===== src/rtl/nocif_dram_write_os_arb.sv =====
// Round-robin write-request arbiter with outstanding-credit limiting and a quiesce handshake.
// Optional NOCIF_WR_OS_STALL_CNT_EN adds credit_stall_cnt (cycles lost to credit starvation).
module nocif_dram_write_os_arb #(
  parameter int NUM_CLIENTS = 5,
  parameter int OS_CNT_W    = 9,
  parameter int ID_W        = 3
) (
  input  logic                     nvdla_core_clk,
  input  logic                     nvdla_core_rst,
  input  logic [NUM_CLIENTS-1:0]   cl_req_vld,
  input  logic [2*NUM_CLIENTS-1:0] cl_req_len,
  output logic [NUM_CLIENTS-1:0]   cl_req_rdy,
  output logic                     arb_out_vld,
  output logic [ID_W-1:0]          arb_out_id,
  output logic [1:0]               arb_out_len,
  input  logic                     arb_out_rdy,
  input  logic                     eg2ig_axi_vld,
  input  logic [1:0]               eg2ig_axi_len,
  input  logic [OS_CNT_W-1:0]      reg_os_limit,
  input  logic                     quiesce_req,
  output logic                     quiesce_ack,
  output logic [OS_CNT_W-1:0]      os_cnt,
  output logic                     os_underflow,
`ifdef NOCIF_WR_OS_STALL_CNT_EN
  output logic [15:0]              credit_stall_cnt,
`endif
  output logic [1:0]               dbg_state
);

  localparam int CW = OS_CNT_W + 1;

  typedef enum logic [1:0] {
    ST_RUN      = 2'd0,
    ST_DRAIN    = 2'd1,
    ST_QUIESCED = 2'd2
  } state_e;

  // Handshake: a client request transfers when cl_req_vld[i] & cl_req_rdy[i];
  // the output stage transfers when arb_out_vld & arb_out_rdy.
  state_e                   state_q, state_d;
  logic [ID_W-1:0]          ptr_q, ptr_d;
  logic                     out_vld_q, out_vld_d;
  logic [ID_W-1:0]          out_id_q, out_id_d;
  logic [1:0]               out_len_q, out_len_d;
  logic [OS_CNT_W-1:0]      os_cnt_q, os_cnt_d;
  logic                     uf_q, uf_d;
  logic                     ack_q, ack_d;

  logic [NUM_CLIENTS-1:0]   elig;
  logic                     load_en;
  logic                     grant;
  logic                     found;
  logic [ID_W-1:0]          win_id;
  logic [1:0]               win_len;
  logic [CW-1:0]            charge, refund, sum;

  assign load_en = ~out_vld_q | arb_out_rdy;

  // Compare at CW bits so os_cnt + len + 1 can never wrap past the limit.
  always_comb begin
    for (int i = 0; i < NUM_CLIENTS; i++) begin
      elig[i] = cl_req_vld[i] &
                (({1'b0, os_cnt_q} + CW'(cl_req_len[2*i +: 2]) + CW'(1)) <= {1'b0, reg_os_limit});
    end
  end

  always_comb begin
    int idx;
    found   = 1'b0;
    win_id  = '0;
    win_len = '0;
    for (int k = 0; k < NUM_CLIENTS; k++) begin
      idx = int'(ptr_q) + k;
      if (idx >= NUM_CLIENTS) idx = idx - NUM_CLIENTS;
      if (!found && elig[idx]) begin
        found   = 1'b1;
        win_id  = ID_W'(idx);
        win_len = cl_req_len[2*idx +: 2];
      end
    end
  end

  assign grant      = (state_q == ST_RUN) & load_en & found;
  assign cl_req_rdy = grant ? (NUM_CLIENTS'(1) << win_id) : '0;

  always_comb begin
    ptr_d     = ptr_q;
    out_vld_d = out_vld_q;
    out_id_d  = out_id_q;
    out_len_d = out_len_q;
    if (load_en) begin
      out_vld_d = grant;
      if (grant) begin
        out_id_d  = win_id;
        out_len_d = win_len;
      end
    end
    if (grant) begin
      ptr_d = (int'(win_id) == NUM_CLIENTS - 1) ? '0 : ID_W'(int'(win_id) + 1);
    end
  end

  // Net the grant charge and the response refund; an excess refund saturates at 0.
  always_comb begin
    charge   = grant ? (CW'(win_len) + CW'(1)) : '0;
    refund   = eg2ig_axi_vld ? (CW'(eg2ig_axi_len) + CW'(1)) : '0;
    sum      = {1'b0, os_cnt_q} + charge;
    uf_d     = uf_q;
    os_cnt_d = os_cnt_q;
    if (refund > sum) begin
      os_cnt_d = '0;
      uf_d     = 1'b1;
    end else begin
      os_cnt_d = OS_CNT_W'(sum - refund);
    end
  end

  always_comb begin
    state_d = state_q;
    case (state_q)
      ST_RUN:      if (quiesce_req) state_d = ST_DRAIN;
      ST_DRAIN: begin
        if (!quiesce_req)                         state_d = ST_RUN;
        else if (!out_vld_q && (os_cnt_q == '0)) state_d = ST_QUIESCED;
      end
      ST_QUIESCED: if (!quiesce_req) state_d = ST_RUN;
      default:     state_d = ST_RUN;
    endcase
    ack_d = (state_d == ST_QUIESCED);
  end

  always_ff @(posedge nvdla_core_clk) begin
    if (nvdla_core_rst) begin
      state_q   <= ST_RUN;
      ptr_q     <= '0;
      out_vld_q <= 1'b0;
      out_id_q  <= '0;
      out_len_q <= '0;
      os_cnt_q  <= '0;
      uf_q      <= 1'b0;
      ack_q     <= 1'b0;
    end else begin
      state_q   <= state_d;
      ptr_q     <= ptr_d;
      out_vld_q <= out_vld_d;
      out_id_q  <= out_id_d;
      out_len_q <= out_len_d;
      os_cnt_q  <= os_cnt_d;
      uf_q      <= uf_d;
      ack_q     <= ack_d;
    end
  end

`ifdef NOCIF_WR_OS_STALL_CNT_EN
  logic [15:0] stall_q;
  logic        stall_inc;

  assign stall_inc = (state_q == ST_RUN) & load_en & (|cl_req_vld) & ~(|elig);

  always_ff @(posedge nvdla_core_clk) begin
    if (nvdla_core_rst)                      stall_q <= '0;
    else if (stall_inc && stall_q != 16'hFFFF) stall_q <= stall_q + 16'd1;
  end

  assign credit_stall_cnt = stall_q;
`endif

  assign arb_out_vld  = out_vld_q;
  assign arb_out_id   = out_id_q;
  assign arb_out_len  = out_len_q;
  assign os_cnt       = os_cnt_q;
  assign os_underflow = uf_q;
  assign quiesce_ack  = ack_q;
  assign dbg_state    = state_q;

endmodule


===== config.mk =====
export PLATFORM = sky130hd
export DESIGN_NAME = nocif_dram_write_os_arb
export DESIGN_NICKNAME = d
export VERILOG_FILES = /design/src/rtl/nocif_dram_write_os_arb.sv
export SDC_FILE = /design/constraint.sdc
export NUM_CORES = 1
export LEC_CHECK = 0
export BUFFER_PORTS_ARGS = -buffer_cell sky130_fd_sc_hd__buf_4
export CAP_MARGIN = 25
export CORE_ASPECT_RATIO = 0.8
export CORE_MARGIN = 10
export CORE_UTILIZATION = 66
export CTS_CLUSTER_SIZE = 20
export DETAILED_ROUTE_END_ITERATION = 12
export MAX_ROUTING_LAYER = met4
export PLACE_DENSITY = 0.93
export RECOVER_POWER = 100
export SLEW_MARGIN = 10
export SYNTH_ARGS = -nofsm -noshare
export SYNTH_HDL_FRONTEND = slang
export SYNTH_SLANG_ARGS = --single-unit

===== constraint.sdc =====
create_clock -name nvdla_core_clk -period 12.6 [get_ports nvdla_core_clk]
set_input_delay 2.52 -clock nvdla_core_clk [delete_from_list [all_inputs] [get_ports nvdla_core_clk]]
set_output_delay 2.52 -clock nvdla_core_clk [all_outputs]
set_load 0.005 [all_outputs]

; Word-level counts from Yosys, hierarchy flattened
; Cells that the tools add are included.
[totals]
inputBits = 31
output_inout_bits = 24
register_bits = 22
[classes]
bitwise = 9
shifts = 6
n_eq_ne = 4
n_mux = 44
addsub = 24
n_reduce_logical = 14
order_cmp = 16
[op_table]
columns = cell, count
row1 = "32-bit by 5-bit < comparator with 1-bit output, second input constant", 5
row2 = 32-bit two-way mux, 5
row3 = 10-bit by 32-bit indexed part select with 2-bit output, 5
row4 = "10-bit by 1-bit adder with 10-bit output, second input constant", 5
row5 = 9-bit by 2-bit adder with 10-bit output, 5
row6 = 10-bit by 9-bit less-or-equal comparator with 1-bit output, 5
row7 = 3-bit two-way mux, 8
row8 = "4-bit by 3-bit subtractor with 5-bit output, second input constant", 4
row9 = 2-bit two-way mux, 9
row10 = "4-bit by 3-bit >= comparator with 1-bit output, second input constant", 4
row11 = 1-bit binary-select mux with 3-bit select, 5
row12 = 1-bit two-way mux, 15
row13 = 9-bit by 3-bit adder with 10-bit output, 1
row14 = 3-bit by 10-bit greater-than comparator with 1-bit output, 1
row15 = 9-bit zero test, 1
row16 = 9-bit by 3-bit subtractor with 9-bit output, 1
row17 = "3-bit by 2-bit adder with 4-bit output, second input constant", 2
row18 = 1-bit bitwise AND, 7
row19 = "2-bit by 1-bit adder with 3-bit output, second input constant", 2
row20 = 2-bit one-hot mux with 3 select lines, 1
row21 = 1-bit logical AND, 5
row22 = 1-bit zero test, 5
row23 = 5-bit two-way mux, 1
row24 = "1-bit by 3-bit left shift with 5-bit output, first input constant", 1
row25 = 13 further kinds, 14

; Depth between registers and ports, before layout
; Gate-level depths: netlist (run 1).
[depth]
depth_word = 25
depth_mapped = 33
depth_no_buf = 32

; Least setup slack after synthesis (run 1)
; No wires, ideal clock.
[synth_timing]
path_type = in2out
from = in cl_req_len[2]
to = out cl_req_rdy[3]
t_arrival_ns = 6.096
stages = 20
slack_ns = 3.984
n_path_buf = 0
path_cell_list = inv_1 -> ha_1 -> fa_1 -> nor2_1 -> xor2_1 -> ha_1 -> nand4_1 -> a21oi_1 -> o32ai_1 -> o221a_2 -> a211o_1 -> a32oi_1 -> o21ai_1 -> o22a_1 -> o22a_1 -> o21a_1 -> inv_1 -> ha_1 -> ha_1 -> and2_1
[synth_between]
elab_chain_cells = 22
[synth_lines]
columns = element, line_no
row1 = from (decl), 11  ; input logic [2*NUM_CLIENTS-1:0] cl_req_len,
row2 = 9-bit by 2-bit adder with 10-bit output *, 63  ; (({1'b0, os_cnt_q} + CW'(cl_req_len[2*i +: 2]) + CW'(1)) <= {1'b0, reg_os_limit});
row3 = 10-bit by 1-bit adder with 10-bit output *, 63
row4 = 10-bit by 9-bit less-or-equal comparator with 1-bit output *, 63
row5 = 1-bit bitwise AND *, 62  ; elig[i] = cl_req_vld[i] &
row6 = 1-bit binary-select mux with 3-bit select, 75  ; if (!found && elig[idx]) begin
row7 = 1-bit two-way mux (not written as such) (2 in a row), 75
row8 = 1-bit two-way mux, 75
row9 = 1-bit zero test, 75
row10 = (+6 left out), -
row11 = 1-bit logical AND, 75
row12 = 1-bit two-way mux, 75
row13 = 1-bit zero test, 75
row14 = 1-bit logical AND, 75
row15 = 3-bit two-way mux *, 75
row16 = via win_id[0], 53  ; logic [ID_W-1:0] win_id;
row17 = 1-bit by 3-bit left shift with 5-bit output *, 84  ; assign cl_req_rdy = grant ? (NUM_CLIENTS'(1) << win_id) : '0;
row18 = 5-bit two-way mux *, 84
row19 = to (decl), 12  ; output logic [NUM_CLIENTS-1:0] cl_req_rdy,
; The timed path passes the listed nets; every way through them passes the cells marked *. The select of a mux whose other input is x is not followed.

; Worst setup path after layout (run 1)
[layout_timing]
from = in cl_req_len[5]
to = out cl_req_rdy[4]
[layout_between]
elab_chain_cells = 22
[layout_lines]
columns = element, line_no
row1 = 9-bit by 2-bit adder with 10-bit output *, 63
row2 = 10-bit by 1-bit adder with 10-bit output *, 63
row3 = 10-bit by 9-bit less-or-equal comparator with 1-bit output *, 63
row4 = 1-bit bitwise AND *, 62
row5 = 1-bit binary-select mux with 3-bit select, 75
row6 = 1-bit two-way mux (not written as such) (2 in a row), 75
row7 = 1-bit two-way mux, 75
row8 = 1-bit zero test, 75
row9 = (+5 left out), -
row10 = 1-bit zero test, 75
row11 = 1-bit logical AND, 75
row12 = 1-bit two-way mux, 75
row13 = 1-bit zero test, 75
row14 = 1-bit logical AND, 75
row15 = 3-bit two-way mux or 1-bit two-way mux (tied branches), 75
row16 = 1-bit by 3-bit left shift with 5-bit output or 1-bit bitwise AND (tied branches), "84, 83"
row17 = 5-bit two-way mux *, 84
; Every way passes the cells marked *; elsewhere a longest branch is shown, timed or not. The select of a mux whose other input is x is not followed.

==> results.cfg, run 1 <==
[run_status]
status = finished with violations
failed_checks = max-capacitance violations, max-slew violations

[min_path]
min-delay-start = arb_out_len[0]
hold_end = arb_out_len[0]
holdPathStages = 2
hp-class = reg2reg

[place]
dp_hpwl_mm = 12.4
place_congestion = 1.06
dp.cells = 763
port_buffers = 54

[die]
die_w_um = 116
die_height_um = 97.2
dieArea_um2 = 11300
design.core.area_um2 = 7320
initial_core_util_pct = 67.1
ioPinCount = 55
placement_rows = 28

[global_routing]
grt_usage_pct = 27.9
antenna_found_initial = 0
grt_use_met1_pct = 38.7
grt_overflow = 0
grt_max_degree = 24
grt_pass1_vias = 4913
grt_pass1_wl_mm = 25.3
met3_usage_pct = 7.10
grt.busiest_layer = met2
grtUsageMet2_pct = 39.4

[clock_network]
clock_latency_ps = 270
postCtsHoldBufs = 0
ctsResizeCount = 0
clk_pin_slew_ps = 80
cts.sinks = 22
clk_path_buf_depth = 2
numCtsBuffers = 3
cts-htree-levels = 1
cts_tree = yes
post_cts_buffers = 0
root_buffer = clkbuf_8

[setup_path]
r2r_setup_slack_ps = 3680
r2r_end = os_cnt[5]
reg2reg_from = os_cnt[3]
crit_path_end_kind = primary output
crit_fanout = 16
ff2ff_path_depth = 25
crit_path_start_kind = primary input
worst-setup-path-type = in2out
cp.arrival_ps = 8080
worstPathRequired_ps = 10080

[timing]
finalClockSkew_ps = 4.46
min_period_ps = 10600
setup_viol = 0
finalHoldViolations = 0
min_period_over_period_pct = 84.1
timing.fmax_ghz = 0.0943
rsz0062_at_grt = no
tns_ps = 0
slew_viol_final = 9
worst_pin_slew_ps = 1860
slew_headroom_pct = -27.0

[cells_and_area]
diodes = 0
drive_gt1_share_pct = 9.88
syn_to_final_growth_pct = 8.56
nets = 806
layout.cells.non_filler = 768
utilization_pct = 72.8

[logic_synthesis]
yosysSeqAreaShare_pct = 8.97
syn_nets = 765
synthArstFlopShare_pct = 0
syn_inst = 638
netlist-cell-type-count = 74
synth_flop_cell = dfxtp_1
netlist_area_um2 = 4910
yosysWarnings = 0
synth_edf_count = 0
ys_ff_latch = 22
avgSynthCellArea_um2 = 7.70

[power_and_ir_drop]
clkPwrFrac_pct = 3.9
p_int_mw = 0.589
power.switching_mw = 0.724
p_comb_share_pct = 84.6
power_density_nw_per_um2 = 246
p_leak_nw = 2.53
p_seq_share_pct = 11.5
ir_worst_vdd_mv = 0.266
p_sw_share_pct = 55.1

[drt]
drt_first_pass_iters = 5
vias = 5152
wl_mm = 15.6
via_per_inst = 6.71
wire_per_inst_um = 20.3
drt-initial-drc-count = 644
ant_nets = 0
drc = 0

[flow_run]
drv_cap = 1
==> through the flow <==
stage | cell area (um2) | power [mW] | setup WS (ps) | hold slack [ps]
after floorplan | 4910 | 0.962 | 3980 | 462
after global placement | 5330 | 1.21 | 3200 | 460
after detailed placement | 5330 | 1.24 | 3060 | 481
after CTS | 5390 | 1.30 | 3050 | 501
after global routing | 5330 | 1.44 | 1480 | 534
final | 5330 | 1.31 | 2000 | 497
==> cells in the mapped netlist, drive strengths merged, types with 3 or more instances <==
cell     instances  area share, %
buf             14            1.6
a21o            15            2.3
inv             57            4.4
and3             8            1.0
nor3            16            1.6
a211o            4           0.71
o32ai            3           0.53
and2             5           0.64
o22ai            3           0.38
a32oi            3           0.53
dfxtp           22            9.0
nand3           23            2.3
nor2            61            4.7
o21ai           22            2.2
o211ai           8            1.2
xor2            13            2.3
and4             3           0.53
or3              4           0.51
a211oi           9            1.6
ha              88             22
clkbuf           5           0.41
a31oi            8            1.0
a22oi            4           0.61
a2111oi          4            1.1
nor2b            8            1.0
a22o             7            1.2
o21a             5           0.76
mux2i            5            1.0
mux4             8            3.7
o22a             3           0.53
xnor2           41            7.3
nand2           57            4.4
a21oi           33            3.4
fa               8            3.3
o2111ai          3           0.53
nand2b          11            1.4
nand4           12            1.7
o31ai            3           0.46
==> critical path, cell delays in order <==
cell,delay [ps]
clkbuf_1,220
ha_1,270
nor2b_1,130
o21ai_0,450
nor2_1,100
xor2_1,160
ha_1,310
and3_1,160
a221o_1,340
nand2_1,70
a21oi_1,140
o211ai_1,260
nand3_1,210
nand3_1,190
nor2_1,60
a2111oi_0,1520
clkbuf_1,550
and3b_1,260
clkbuf_4,130
==> how the worst max path moves through the flow <==
| stage | depth (start not counted) | startpoint | endpoint | slack (ps) |
|---|---|---|---|---|
| 2_1_floorplan | 20 | cl_req_len[2] | cl_req_rdy[3] | 3980 |
| 3_3_place_gp | 22 | cl_req_len[5] | cl_req_rdy[3] | 3200 |
| 3_5_place_dp | 22 | cl_req_len[5] | cl_req_rdy[3] | 3060 |
| 4_1_cts | 22 | cl_req_len[5] | cl_req_rdy[3] | 3050 |
| 5_1_grt | 19 | cl_req_len[5] | cl_req_rdy[4] | 1480 |
| 6_report | 19 | cl_req_len[5] | cl_req_rdy[4] | 2000 |
==> placed cells by master (no fill, tap or decap), types with 7 or more instances in the layout <==
cell type   n
a211oi_1    8
a21o_1     15
xnor2_1    41
o21ai_0    17
a31oi_1     8
xor2_1     13
buf_4      29
mux4_2      8
fa_1        8
nand3_1    23
inv_1      57
nor3_1     16
dfxtp_1    22
o211ai_1    8
clkbuf_1    8
nor2b_1     8
nand2b_1   11
nand4_1    11
and3_1      8
nor2_1     60
a22o_1      7
a21oi_1    33
clkbuf_4   18
ha_1       88
nand2_1    57
==> final cells by class <==
cell class	count	area (um2)
fillers	606	1990
inverters	59	221
well taps	90	113
multi-input cells	538	4120
clock buffers	4	55.1
flip-flops and latches	22	440
repair buffers	55	383
==> kinds of logic after synthesis <==
logic type                 count (synthesis)  share of synthesized area (%)
AOI/OAI and AO/OA                        155                           22.7
xor gates and xnor gates                  54                           9.63
adders and majority gates                 96                           25.7
buffers and inverters                     78                           6.55
DFF                                       22                           8.97
muxes                                     14                           4.92
and+or+nand+nor                          219                           21.5
==> metal layers <==
layer	vias up	part of all wire, %
met5	-	0
met1	2420	44
li1	2394	-
met2	311	42
met4	0	1.6
met3	27	13
==> state kept, by name (all words and copies together), names as in the netlist <==
name and flops:
os_cnt 9, arb_out_len 2, ptr_q 3, arb_out_vld 1
arb_out_id 3, dbg_state 2, quiesce_ack 1, os_underflow 1
==> power groups by stage <==
stage | sequential [mW] | combinational, mW | clock, mW
after floorplan | 0.114 | 0.849 | 0
after global placement | 0.149 | 1.06 | 0
after detailed placement | 0.151 | 1.09 | 0
after CTS | 0.149 | 1.10 | 0.0514
after global routing | 0.155 | 1.24 | 0.0540
final | 0.151 | 1.11 | 0.0515
No activity file was read; power rests on OpenSTA's default activity.
==> run 2, diff against run 1 <==
CORE_UTILIZATION = 61   (was 66)
PLACE_DENSITY = 0.88   (was 0.93)
clock period = 11.09 ns   (was 12.6 ns; I/O delays follow)
==> results.cfg, run 2 (same netlist as run 1, synthesis figures left out) <==
[cells_and_area]
final_cell_mix = ha_1 (88), nor2_1 (60), inv_1 (57), nand2_1 (57), xnor2_1 (41)
multiInputGateArea_um2 = 4130
syn_to_final_growth_pct = 9.45
largest_reg_flops = 9
layout_commonest_cell = ha_1
final_area_um2 = 5380
fill_cells = 668
ff_latch_area_um2 = 440
diodes = 0
drive_gt1_share_pct = 10.0
nets = 806

[setup_path]
crit_path_end_kind = primary output
cpPeakStageDelay_ps = 830
worst-setup-path-type = in2out
cp_cell_sequence = clkbuf_1, ha_1, nor2b_1, o21ai_0, nor2_1, xor2_1, ha_1, and3_1, nand4_1, o21a_1, a21oi_1, o21a_1, nand3_1, nand3_1, nor2_1, a2111oi_0, clkbuf_1, and3_1, clkbuf_4
crit_fanout = 20
crit_path_start_kind = primary input
worstPathRequired_ps = 8870
cp.arrival_ps = 7280
r2r_setup_slack_ps = 2970
cp_slowest_cell = a2111oi_0

[clock_network]
cts.sinks = 22
clk_path_buf_depth = 2
clock_latency_ps = 270
root_buffer = clkbuf_8
ctsResizeCount = 0
clk_pin_slew_ps = 90
postCtsHoldBufs = 0
cts-htree-levels = 1
cts_tree = yes
post_cts_buffers = 0
numCtsBuffers = 3

[timing]
setup_viol = 0
slew_headroom_pct = 35.7
finalHoldViolations = 0
timing.fmax_ghz = 0.105
worst_hold_slack_ps = 505
min_period_ps = 9490
finalClockSkew_ps = 7.16
min_period_over_period_pct = 85.6
slew_viol_final = 0
tns_ps = 0
rsz0062_at_grt = no
worst_pin_slew_ps = 965

[drt]
via_per_inst = 6.59
drc = 0
vias = 5181
wl_mm = 15.6
drt_first_pass_iters = 6
drt-initial-drc-count = 595
wire_per_inst_um = 19.8
ant_nets = 0

[die]
placement_rows = 29
ioPinCount = 55
initial_core_util_pct = 62.4
design.core.area_um2 = 7870
dieArea_um2 = 12100
die_w_um = 120
die_height_um = 100

[global_routing]
grt_pass1_vias = 4961
grt_pass1_wl_mm = 25.5
grt_max_degree = 24
grt_usage_pct = 26.0
grt_overflow = 0
antenna_found_initial = 0

[power_and_ir_drop]
ir_worst_vdd_mv = 0.268
p_leak_nw = 2.54
power_density_nw_per_um2 = 282

[place]
dpl_cell_area_um2 = 5350
place_congestion = 1.03
port_buffers = 54
dp_hpwl_mm = 12.5

[min_path]
hp-class = reg2reg

[run_status]
status = completed

[flow_run]
drv_cap = 0
## run 2: cell types whose count changed in the layout (fill, tap and decap cells not counted)
cell	delta
a211oi_1	-1
a211oi_2	+1
bufinv_16	+1
clkbuf_8	-1
## run 2: area by class of cell
cell class	instances	share of cell area, %
multi-input cells	538	76.7
flip-flops and latches	22	8.19
repair buffers	55	7.12
inverters	59	4.12
well taps	108	2.51
clock buffers	3	0.768
clock inverters	1	0.559
## run 2: worst paths after layout
kind	startpoint	to	cells after the start
setup / recovery	cl_req_len[1]	cl_req_rdy[1]	19
hold / removal	os_underflow	os_underflow	2
setup reg to reg	ptr_q[0]	os_cnt[5]	23
hold reg to reg	os_underflow	os_underflow	2
## run 2: metrics by stage
step	cells	power, mW	utilization (%)	setup WS [ps]
2_1_floorplan	638	1.09	-	3080
3_3_place_gp	781	1.38	68.0	2110
3_5_place_dp	781	1.41	68.0	2020
4_1_cts	785	1.50	68.9	2050
5_1_grt	786	1.65	68.3	1030
6_report	786	1.51	68.3	1600
## run 2: where the power goes
| part | internal, mW | switching (mW) |
|---|---|---|
| clock network | 0.0483 | 0.0282 |
| logic | 0.534 | 0.733 |
| registers | 0.104 | 0.0665 |
## run 2: layer usage
metal	track usage (%)	part of all wire, %
met5	-	0
met4	5.28	1.6
met3	6.90	13
met2	38.6	42
met1	34.8	43
## run 2: worst max-delay path, delay by kind of cell
kind            cells  cell delay (ps)
compound gates      5             1960
fa+ha+maj           2              630
simple gates        8             1200
xor+xnor            1              150
buf+inv             3             1100
